--- src/rtl/sram_access_ctrl_pkg.sv ---
// Shared definitions for the SRAM access controller: FSM state encoding,
// default geometry of the 32x4 series SRAM array and the wait-counter sizing rule.
package sram_access_ctrl_pkg;

    typedef enum logic [1:0] {
        IDLE   = 2'd0,
        SETUP  = 2'd1,
        STROBE = 2'd2,
        HOLD   = 2'd3
    } ctrl_state_t;

    localparam int SRAM_ADDR_W = 5;
    localparam int SRAM_DATA_W = 4;

    // Wait-counter width; an illegal WAIT_CYCLES still yields a 1-bit counter so elaboration reaches its error.
    function automatic int timer_width(input int wait_cycles);
        return (wait_cycles < 1) ? 1 : $clog2(wait_cycles + 1);
    endfunction

endpackage

--- src/rtl/sram_access_ctrl_timer.sv ---
// Loadable down-counter that times the mr_/mw_ strobe width; saturates at zero.
module strobe_timer
    import sram_access_ctrl_pkg::*;
#(
    parameter int WAIT_CYCLES = 2,
    localparam int CNT_W = timer_width(WAIT_CYCLES)
) (
    input  logic             clock,
    input  logic             reset,
    input  logic             load,
    input  logic [CNT_W-1:0] value,
    input  logic             dec,
    output logic             zero
);

    logic [CNT_W-1:0] count;

    // Load wins over decrement; decrement stops at zero so the count never wraps.
    always_ff @(posedge clock) begin
        if (reset) begin
            count <= '0;
        end else if (load) begin
            count <= value;
        end else if (dec && (count != '0)) begin
            count <= count - 1'b1;
        end
    end

    assign zero = (count == '0);

endmodule

--- src/rtl/sram_access_ctrl.sv ---
// Synchronous initiator for the asynchronous SRAM array: turns single-word requests
// into registered s_/mr_/mw_ strobe sequences with fixed setup, width and hold.
module sram_access_ctrl
    import sram_access_ctrl_pkg::*;
#(
    parameter int ADDR_W      = SRAM_ADDR_W,
    parameter int DATA_W      = SRAM_DATA_W,
    parameter int WAIT_CYCLES = 2
) (
    input  logic              clock,
    input  logic              reset,
    input  logic              req,
    input  logic              we,
    input  logic [ADDR_W-1:0] addr,
    input  logic [DATA_W-1:0] wdata,
    output logic              busy,
    output logic              ack,
    output logic [DATA_W-1:0] rdata,
    output logic              s_,
    output logic              mr_,
    output logic              mw_,
    output logic [ADDR_W-1:0] sram_addr,
    output logic [DATA_W-1:0] sram_din,
    input  logic [DATA_W-1:0] sram_dout
);

    localparam int CNT_W = timer_width(WAIT_CYCLES);
    localparam logic [CNT_W-1:0] LOAD_VALUE = CNT_W'(WAIT_CYCLES - 1);

    generate
        if (WAIT_CYCLES < 1) begin : g_bad_wait
            $error("sram_access_ctrl: WAIT_CYCLES must be >= 1");
        end
    endgenerate

    ctrl_state_t state;
    logic        op_write;
    logic        timer_load;
    logic        timer_dec;
    logic        timer_zero;

    assign timer_load = (state == SETUP);
    assign timer_dec  = (state == STROBE);

    strobe_timer #(
        .WAIT_CYCLES(WAIT_CYCLES)
    ) u_timer (
        .clock(clock),
        .reset(reset),
        .load (timer_load),
        .value(LOAD_VALUE),
        .dec  (timer_dec),
        .zero (timer_zero)
    );

    // Each output is set one edge ahead of the state it belongs to, so every strobe comes straight from a flop.
    always_ff @(posedge clock) begin
        if (reset) begin
            state     <= IDLE;
            op_write  <= 1'b0;
            s_        <= 1'b1;
            mr_       <= 1'b1;
            mw_       <= 1'b1;
            busy      <= 1'b0;
            ack       <= 1'b0;
            rdata     <= '0;
            sram_addr <= '0;
            sram_din  <= '0;
        end else begin
            case (state)
                IDLE: begin
                    if (req) begin
                        op_write  <= we;
                        sram_addr <= addr;
                        sram_din  <= wdata;
                        s_        <= 1'b0;
                        busy      <= 1'b1;
                        state     <= SETUP;
                    end
                end
                SETUP: begin
                    mr_   <= op_write;
                    mw_   <= ~op_write;
                    state <= STROBE;
                end
                STROBE: begin
                    if (timer_zero) begin
                        mr_ <= 1'b1;
                        mw_ <= 1'b1;
                        ack <= 1'b1;
                        if (!op_write) begin
                            rdata <= sram_dout;
                        end
                        state <= HOLD;
                    end
                end
                HOLD: begin
                    s_    <= 1'b1;
                    busy  <= 1'b0;
                    ack   <= 1'b0;
                    state <= IDLE;
                end
                default: begin
                    state <= IDLE;
                end
            endcase
        end
    end

endmodule

--- config.mk ---
export PLATFORM = sky130hd
export DESIGN_NAME = sram_access_ctrl
export DESIGN_NICKNAME = d
export VERILOG_FILES = /design/src/rtl/sram_access_ctrl_pkg.sv /design/src/rtl/sram_access_ctrl_timer.sv /design/src/rtl/sram_access_ctrl.sv
export SDC_FILE = /design/constraint.sdc
export NUM_CORES = 1
export LEC_CHECK = 0
export BUFFER_PORTS_ARGS = -buffer_cell sky130_fd_sc_hd__buf_2
export CORE_ASPECT_RATIO = 1.2
export CORE_MARGIN = 4
export CORE_UTILIZATION = 45
export CTS_BUF_LIST = sky130_fd_sc_hd__clkbuf_2
export DETAILED_ROUTE_END_ITERATION = 16
export PLACE_DENSITY = 0.84
export REMOVE_ABC_BUFFERS = 1
export SYNTH_ARGS = -nofsm -noshare
export SYNTH_HDL_FRONTEND = slang
export SYNTH_SLANG_ARGS = --single-unit
--- constraint.sdc ---
create_clock -name clock -period 1.45 [get_ports clock]
set_input_delay 0.0725 -clock clock [delete_from_list [all_inputs] [get_ports clock]]
set_output_delay 0.0725 -clock clock [all_outputs]
set_load 0.02 [all_outputs]
==> results.py, run 1 <==
metrics = {
    "pwr": {
        "p_leak_nw": 0.6381,
        "vdd_drop_max_mv": 0.9549,
        "p_per_area_nw_per_um2": 1504,
    },
    "setup_path": {
        "r2r-start": "state[1]",
        "crit_end": "state[0]",
        "rr_worst_depth": 5,
        "r2r_slack_ns": 0.008,
        "startpoint": "state[1]",
        "crit_fanout": 4,
        "worst_path_largest_cell_delay_ns": 0.41,
        "path_cells": "inv_1 -> ha_2 -> and2b_4 -> or2_1 -> a221oi_2",
        "worstReg2RegEnd": "state[0]",
        "cp.arrival_ns": 1.69,
        "critPathCaptureType": "register",
        "start_kind": "register",
        "crit_type": "register to register",
        "crit_required_ns": 1.70,
        "cpMaxStageDelayCell": "dfxtp_4",
    },
    "sta": {
        "finClkSkew_ns": 0.005410,
        "fin_crit_sh_pct": 99.45,
        "finalSetupViolCount": 0,
        "tns_ns": 0,
        "slew_violations": 0,
        "maxSlewHeadroom_pct": 67.69,
        "fin_hold_ws_ns": 0.1465,
        "rsz0062_at_grt": "true",
        "fin_crit_ns": 1.442,
        "finalHoldViolCount": 0,
        "fmax_mhz": 693.4,
        "tightestPinTransition_ns": 0.4846,
    },
    "logic_synthesis": {
        "synth.top_cell.area_share_pct": 46.46,
        "yosysSeqAreaShare_pct": 46.46,
        "synth_top_family_by_area": "simple AND/OR/NAND/NOR gates",
        "synthSimpleGateAreaFrac_pct": 20.71,
        "synth-seq-cells": 23,
        "synth-edff-count": 0,
        "syn_avg_cell_area_sq_um": 9.009,
        "synth-adder-area-share_pct": 8.838,
        "async_flop_share_pct": 0,
        "ys_warn_count": 0,
        "synth_top_area_cell": "dfxtp_1",
        "synth_area_sq_um": 991.0,
        "synth_area_leaders": "dfxtp_1 46%, ha_1 8.8%, nand2_1 8.3%, a21oi_1 8.1%, mux2i_1 5.1%",
        "ys_types": 26,
        "synth-main-ff-cell": "dfxtp_1",
        "synthMuxAreaShare_pct": 5.051,
        "synthXorXnorAreaFrac_pct": 0.8838,
        "synth-compound-area-share_pct": 13.89,
        "synthCells": 110,
    },
    "clocking": {
        "cts.sinks": 23,
        "cts.htree.levels": 1,
        "cts_tree": "done",
        "path_clk_slew_ns": 0.21,
        "clk_latency_ns": 0.33,
        "root_buffer": "clkbuf_2",
        "cts_buffers": 3,
        "cts.path.max_buffers": 2,
    },
    "grt": {
        "grt_antenna_before_repair": 0,
        "grt_start_max_net_pins": 28,
        "grt_pass1_vias": 963,
        "overflow": 0,
        "track_usage_pct": 18.50,
        "grt_pass1_wl_um": 4264,
    },
    "hold_path": {
        "hold_path.class": "input pin to register",
        "whs_path_depth": 3,
    },
    "final_layout": {
        "drive_above_1_share_pct": 32.10,
        "nets": 187,
        "syn2layout_area_growth_pct": 39.77,
        "num_antenna_cells": 0,
        "postLayoutCellArea_sq_um": 1385,
        "final_cells": 192,
    },
    "drt": {
        "routed_wl_um": 2593,
        "drc_errors": 0,
        "ant_nets": 0,
        "num_vias": 956,
        "drt_iter0_markers": 23,
        "first_pass_iters": 5,
        "post_drt_wl_per_cell_um": 13.51,
        "avgViaCountPerCell": 4.979,
    },
    "floorplanning": {
        "start_util_pct": 47.83,
        "dieArea_sq_um": 3020,
        "die_w_um": 50.84,
        "top_level_ports": 35,
        "core_sq_um": 2072,
        "die_height_um": 59.41,
        "row_count": 18,
    },
    "placement": {
        "port_buffers": 34,
        "gp_congestion": 0.6918,
        "dp_hpwl_um": 1640,
        "dpl_cell_area_sq_um": 1184,
        "dp_cells": 170,
    },
    "flow_run": {
        "maxCapViolCount": 0,
    },
    "status": {
        "status": "completed",
    },
}
-- layout by cell type, fill, tap and decap left out --
cell type / Yosys / final
buf_2: 3 / 34
nand2_1: 22 / 22
dfxtp_1: 23 / 21
a21oi_1: 16 / 16
dlygate4sd3_1: 0 / 14
nor2_1: 9 / 9
inv_1: 5 / 5
mux2i_1: 5 / 5
ha_1: 7 / 5
buf_4: 0 / 5
clkbuf_2: 0 / 3
nand3b_1: 2 / 2
ha_2: 0 / 2
and2_2: 0 / 1
nor2b_4: 1 / 1
nand2b_1: 1 / 1
and2b_4: 1 / 1
o21ai_0: 1 / 1
a2111oi_2: 1 / 1
xnor2_1: 1 / 1
nor4_1: 1 / 1
o21bai_1: 1 / 1
nand4bb_1: 1 / 1
o31ai_1: 1 / 1
a211oi_1: 1 / 1
nor3_1: 1 / 1
or2_1: 1 / 1
a221oi_2: 1 / 1
nor4b_1: 1 / 1
clkinv_2: 0 / 1
dfxtp_2: 0 / 1
dfxtp_4: 0 / 1
-- layer usage --
metal	share of wire, %	GRT usage (%)
met1	38	20.47
met2	55	35.26
met3	5.7	3.526
met4	0.42	5.769
met5	0	0
-- flip-flops by register name, summed over array words and instances (netlist names) --
register and flops:
state 2, busy 1, mw_ 1, ack 1, sram_din 4, mr_ 1, s_ 1, sram_addr 5
rdata 4, op_write 1, u_timer.count 2
-- worst max-delay path, delay by kind of cell, from the launching register on --
family                     cells  cell delay [ns]
buffers and inverters          1             0.08
AOI/OAI and AO/OA              1             0.26
adders and majority gates      1             0.21
and+or+nand+nor                2             0.40
DFF                            1             0.41
-- what timing repair did --
| item | CTS | global route |
|---|---|---|
| endpoints found under the setup margin | 2 | 13 |
| hold buffers | 14 | 0 |
| gates resized for setup | 4 | 2 |
| setup buffers | 2 | 2 |
| hold endpoints to repair | 14 | 0 |
| pin swaps | 1 | 0 |
-- cell usage after synthesis (all sizes together) (2+ instances only) --
| library cell | count |
|---|---|
| a21oi | 16 |
| clkbuf | 2 |
| nand3b | 2 |
| buf | 3 |
| nand2 | 22 |
| mux2i | 5 |
| dfxtp | 23 |
| nor2 | 9 |
| ha | 7 |
| inv | 5 |
-- worst min-delay path by stage --
stage,to,startpoint
after floorplan,state[0],reset
after global placement,rdata[3],sram_dout[3]
after detailed placement,rdata[2],sram_dout[2]
after CTS,state[0],req
after global routing,rdata[1],reset
final,state[0],req
-- logic make-up after synthesis --
kind of cell / after synthesis
buf+inv: 10
mux: 5
xor+xnor: 1
simple gates: 42
compound gates: 22
flops: 23
fa+ha+maj: 7
-- power breakdown --
part	total [mW]	switching, mW	internal [mW]
clock network	0.251	0.189	0.0625
registers	0.860	0.0796	0.780
logic	0.972	0.566	0.406
total	2.08	0.835	1.25
-- area by class of cell --
| class | count | area (sq um) |
|---|---|---|
| Multi-Input combinational cell | 77 | 495.5 |
| Tap cell | 30 | 37.54 |
| Timing Repair Buffer | 53 | 347.8 |
| Sequential cell | 23 | 465.4 |
| Clock buffer | 3 | 15.01 |
| Clock inverter | 1 | 5.005 |
| Inverter | 5 | 18.77 |
| Fill cell | 200 | 686.9 |
-- metrics by stage --
stage	utilization [%]	setup slack, ns	total power, mW
final	66.85	0.007930	2.083
after global routing	66.85	-0.1008	2.236
after CTS	65.94	0.01825	2.055
after detailed placement	57.13	-0.05894	1.728
after global placement	57.13	0.05079	1.678
after floorplan	-	0.07062	1.467
Power figures use the tool's default switching activity.
==> run 2, diff against run 1 <==
CORE_UTILIZATION = 43   (was 45)
CTS_BUF_LIST = sky130_fd_sc_hd__clkbuf_16   (was sky130_fd_sc_hd__clkbuf_2)
PLACE_DENSITY = 0.81   (was 0.84)
==> results.py, run 2 (same netlist as run 1, synthesis figures left out) <==
metrics = {
    "status": {
        "status": "completed",
    },
    "setup_path": {
        "startpoint": "state[0]",
        "r2r_slack_ns": 0.05,
        "worstReg2RegEnd": "u_timer.count[1]",
        "crit_type": "register to register",
        "cp.arrival_ns": 1.55,
        "crit_required_ns": 1.59,
        "rr_worst_depth": 5,
        "crit_fanout": 6,
        "start_kind": "register",
        "r2r-start": "state[0]",
        "critPathCaptureType": "register",
    },
    "placement": {
        "pre_cts_ws_ns": -0.03308,
        "port_buffers": 34,
        "dp_cells": 170,
        "dpl_cell_area_sq_um": 1184,
        "gp_congestion": 0.6798,
        "dp_hpwl_um": 1613,
    },
    "grt": {
        "grt_antenna_before_repair": 0,
        "track_usage_pct": 15.42,
        "grt_pass1_vias": 828,
        "overflow": 0,
        "grt_pass1_wl_um": 3670,
        "grt_start_max_net_pins": 28,
    },
    "final_layout": {
        "layout_commonest_cell": "buf_2",
        "largest_register_ffs": 5,
        "final_cells": 174,
        "num_antenna_cells": 0,
        "drive_above_1_share_pct": 36.11,
        "reg_top3": "sram_addr: 5 flops, rdata: 4 flops, sram_din: 4 flops",
        "nFillCells": 209,
        "nets": 169,
        "postLayoutCellArea_sq_um": 1301,
        "largest_register": "sram_addr",
        "layout_common_cells": "34 x buf_2, 22 x nand2_1, 21 x dfxtp_1",
        "syn2layout_area_growth_pct": 31.31,
    },
    "clocking": {
        "cts_tree": "done",
        "cts.htree.levels": 1,
        "cts_buffers": 3,
        "cts.path.max_buffers": 2,
        "root_buffer": "clkbuf_16",
        "post_cts_buffers": 0,
        "clk_latency_ns": 0.25,
        "postCtsHoldBufs": 0,
        "cts.sinks": 23,
        "path_clk_slew_ns": 0.06,
    },
    "sta": {
        "tightestPinTransition_ns": 0.4949,
        "slew_violations": 0,
        "finalHoldViolCount": 0,
        "finalSetupViolCount": 0,
        "rsz0062_at_grt": "true",
        "fin_crit_sh_pct": 96.85,
        "finClkSkew_ns": 0.001656,
        "maxSlewHeadroom_pct": 67.01,
        "fin_crit_ns": 1.404,
        "fin_hold_ws_ns": 0.05215,
        "fmax_mhz": 712.1,
        "worst_slack_ns": 0.04566,
    },
    "hold_path": {
        "whs_path_depth": 3,
        "worstHoldStart": "sram_dout[1]",
        "hold_path.class": "input pin to register",
        "hold_end": "rdata[1]",
    },
    "drt": {
        "ant_nets": 0,
        "drt_iter0_markers": 15,
        "num_vias": 867,
        "post_drt_wl_per_cell_um": 12.87,
        "drc_errors": 0,
        "routed_wl_um": 2240,
        "first_pass_iters": 3,
        "avgViaCountPerCell": 4.983,
    },
    "floorplanning": {
        "die_w_um": 51.82,
        "core_sq_um": 2117,
        "top_level_ports": 35,
        "dieArea_sq_um": 3140,
        "die_height_um": 60.59,
        "start_util_pct": 46.81,
        "row_count": 18,
    },
    "pwr": {
        "p_per_area_nw_per_um2": 1850,
        "p_total_mw": 2.407,
        "p_leak_nw": 0.5859,
        "vdd_drop_max_mv": 1.089,
    },
    "flow_run": {
        "maxCapViolCount": 0,
    },
}
==> run 2: cell count changes in the layout (fill, tap and decap cells not counted) <==
cell           change
dlygate4sd3_1     -14
buf_4              -4
clkbuf_16          +3
clkbuf_2           -3
ha_4               +2
inv_1              -2
inv_2              +2
ha_1               -1
ha_2               -1
mux2i_1            -1
mux2i_2            +1
==> run 2: worst max path at each step <==
stage	depth (start not counted)	endpoint	slack (ns)
after floorplan	5	state[0]	0.07
after global placement	5	state[0]	0.06
after detailed placement	5	state[0]	-0.03
after CTS	5	state[0]	0.02
after global routing	5	u_timer.count[1]	-0.01
final	5	u_timer.count[1]	0.05
==> run 2: repair_timing <==
action	in CTS	in global routing
setup endpoints to repair	2	13
resized for setup	6	6
pin swaps	0	1
==> run 2: area by class of cell <==
class	instances	area, sq um	area share [%]
Timing Repair Buffer	35	177.7	13.65
Clock buffer	3	75.07	5.769
Inverter	5	18.77	1.442
Clock inverter	1	5.005	0.3846
Multi-Input combinational cell	77	521.8	40.10
Tap cell	30	37.54	2.885
Sequential cell	23	465.4	35.77
==> run 2: per-stage QoR <==
stage          util, %  setup TNS (ns)
2_1_floorplan        -               0
3_3_place_gp     55.91               0
3_5_place_dp     55.91        -0.03308
4_1_cts          60.58               0
5_1_grt          61.47        -0.01465
6_report         61.47               0
==> run 2: layer usage <==
metal	wire, um	part of all wire, %	up-vias	global-route usage (%)
met2	1124	50	30	26.57
met5	0	0	-	0
li1	-	-	437	-
met3	149	6.7	3	4.423
met4	25	1.1	0	5.618
met1	940	42	397	18.15
==> run 2: where the power goes <==
group          switching (mW)  internal, mW
registers              0.0966         0.782
logic                   0.555         0.389
clock network           0.214         0.370
total                   0.866          1.54
==> run 2: worst max-delay path: stages (launching register included) <==
cell and delay [ns]:
dfxtp_2 0.34, inv_2 0.12, ha_4 0.18, nor2b_4 0.21, nor2_1 0.09, a2111oi_2 0.36
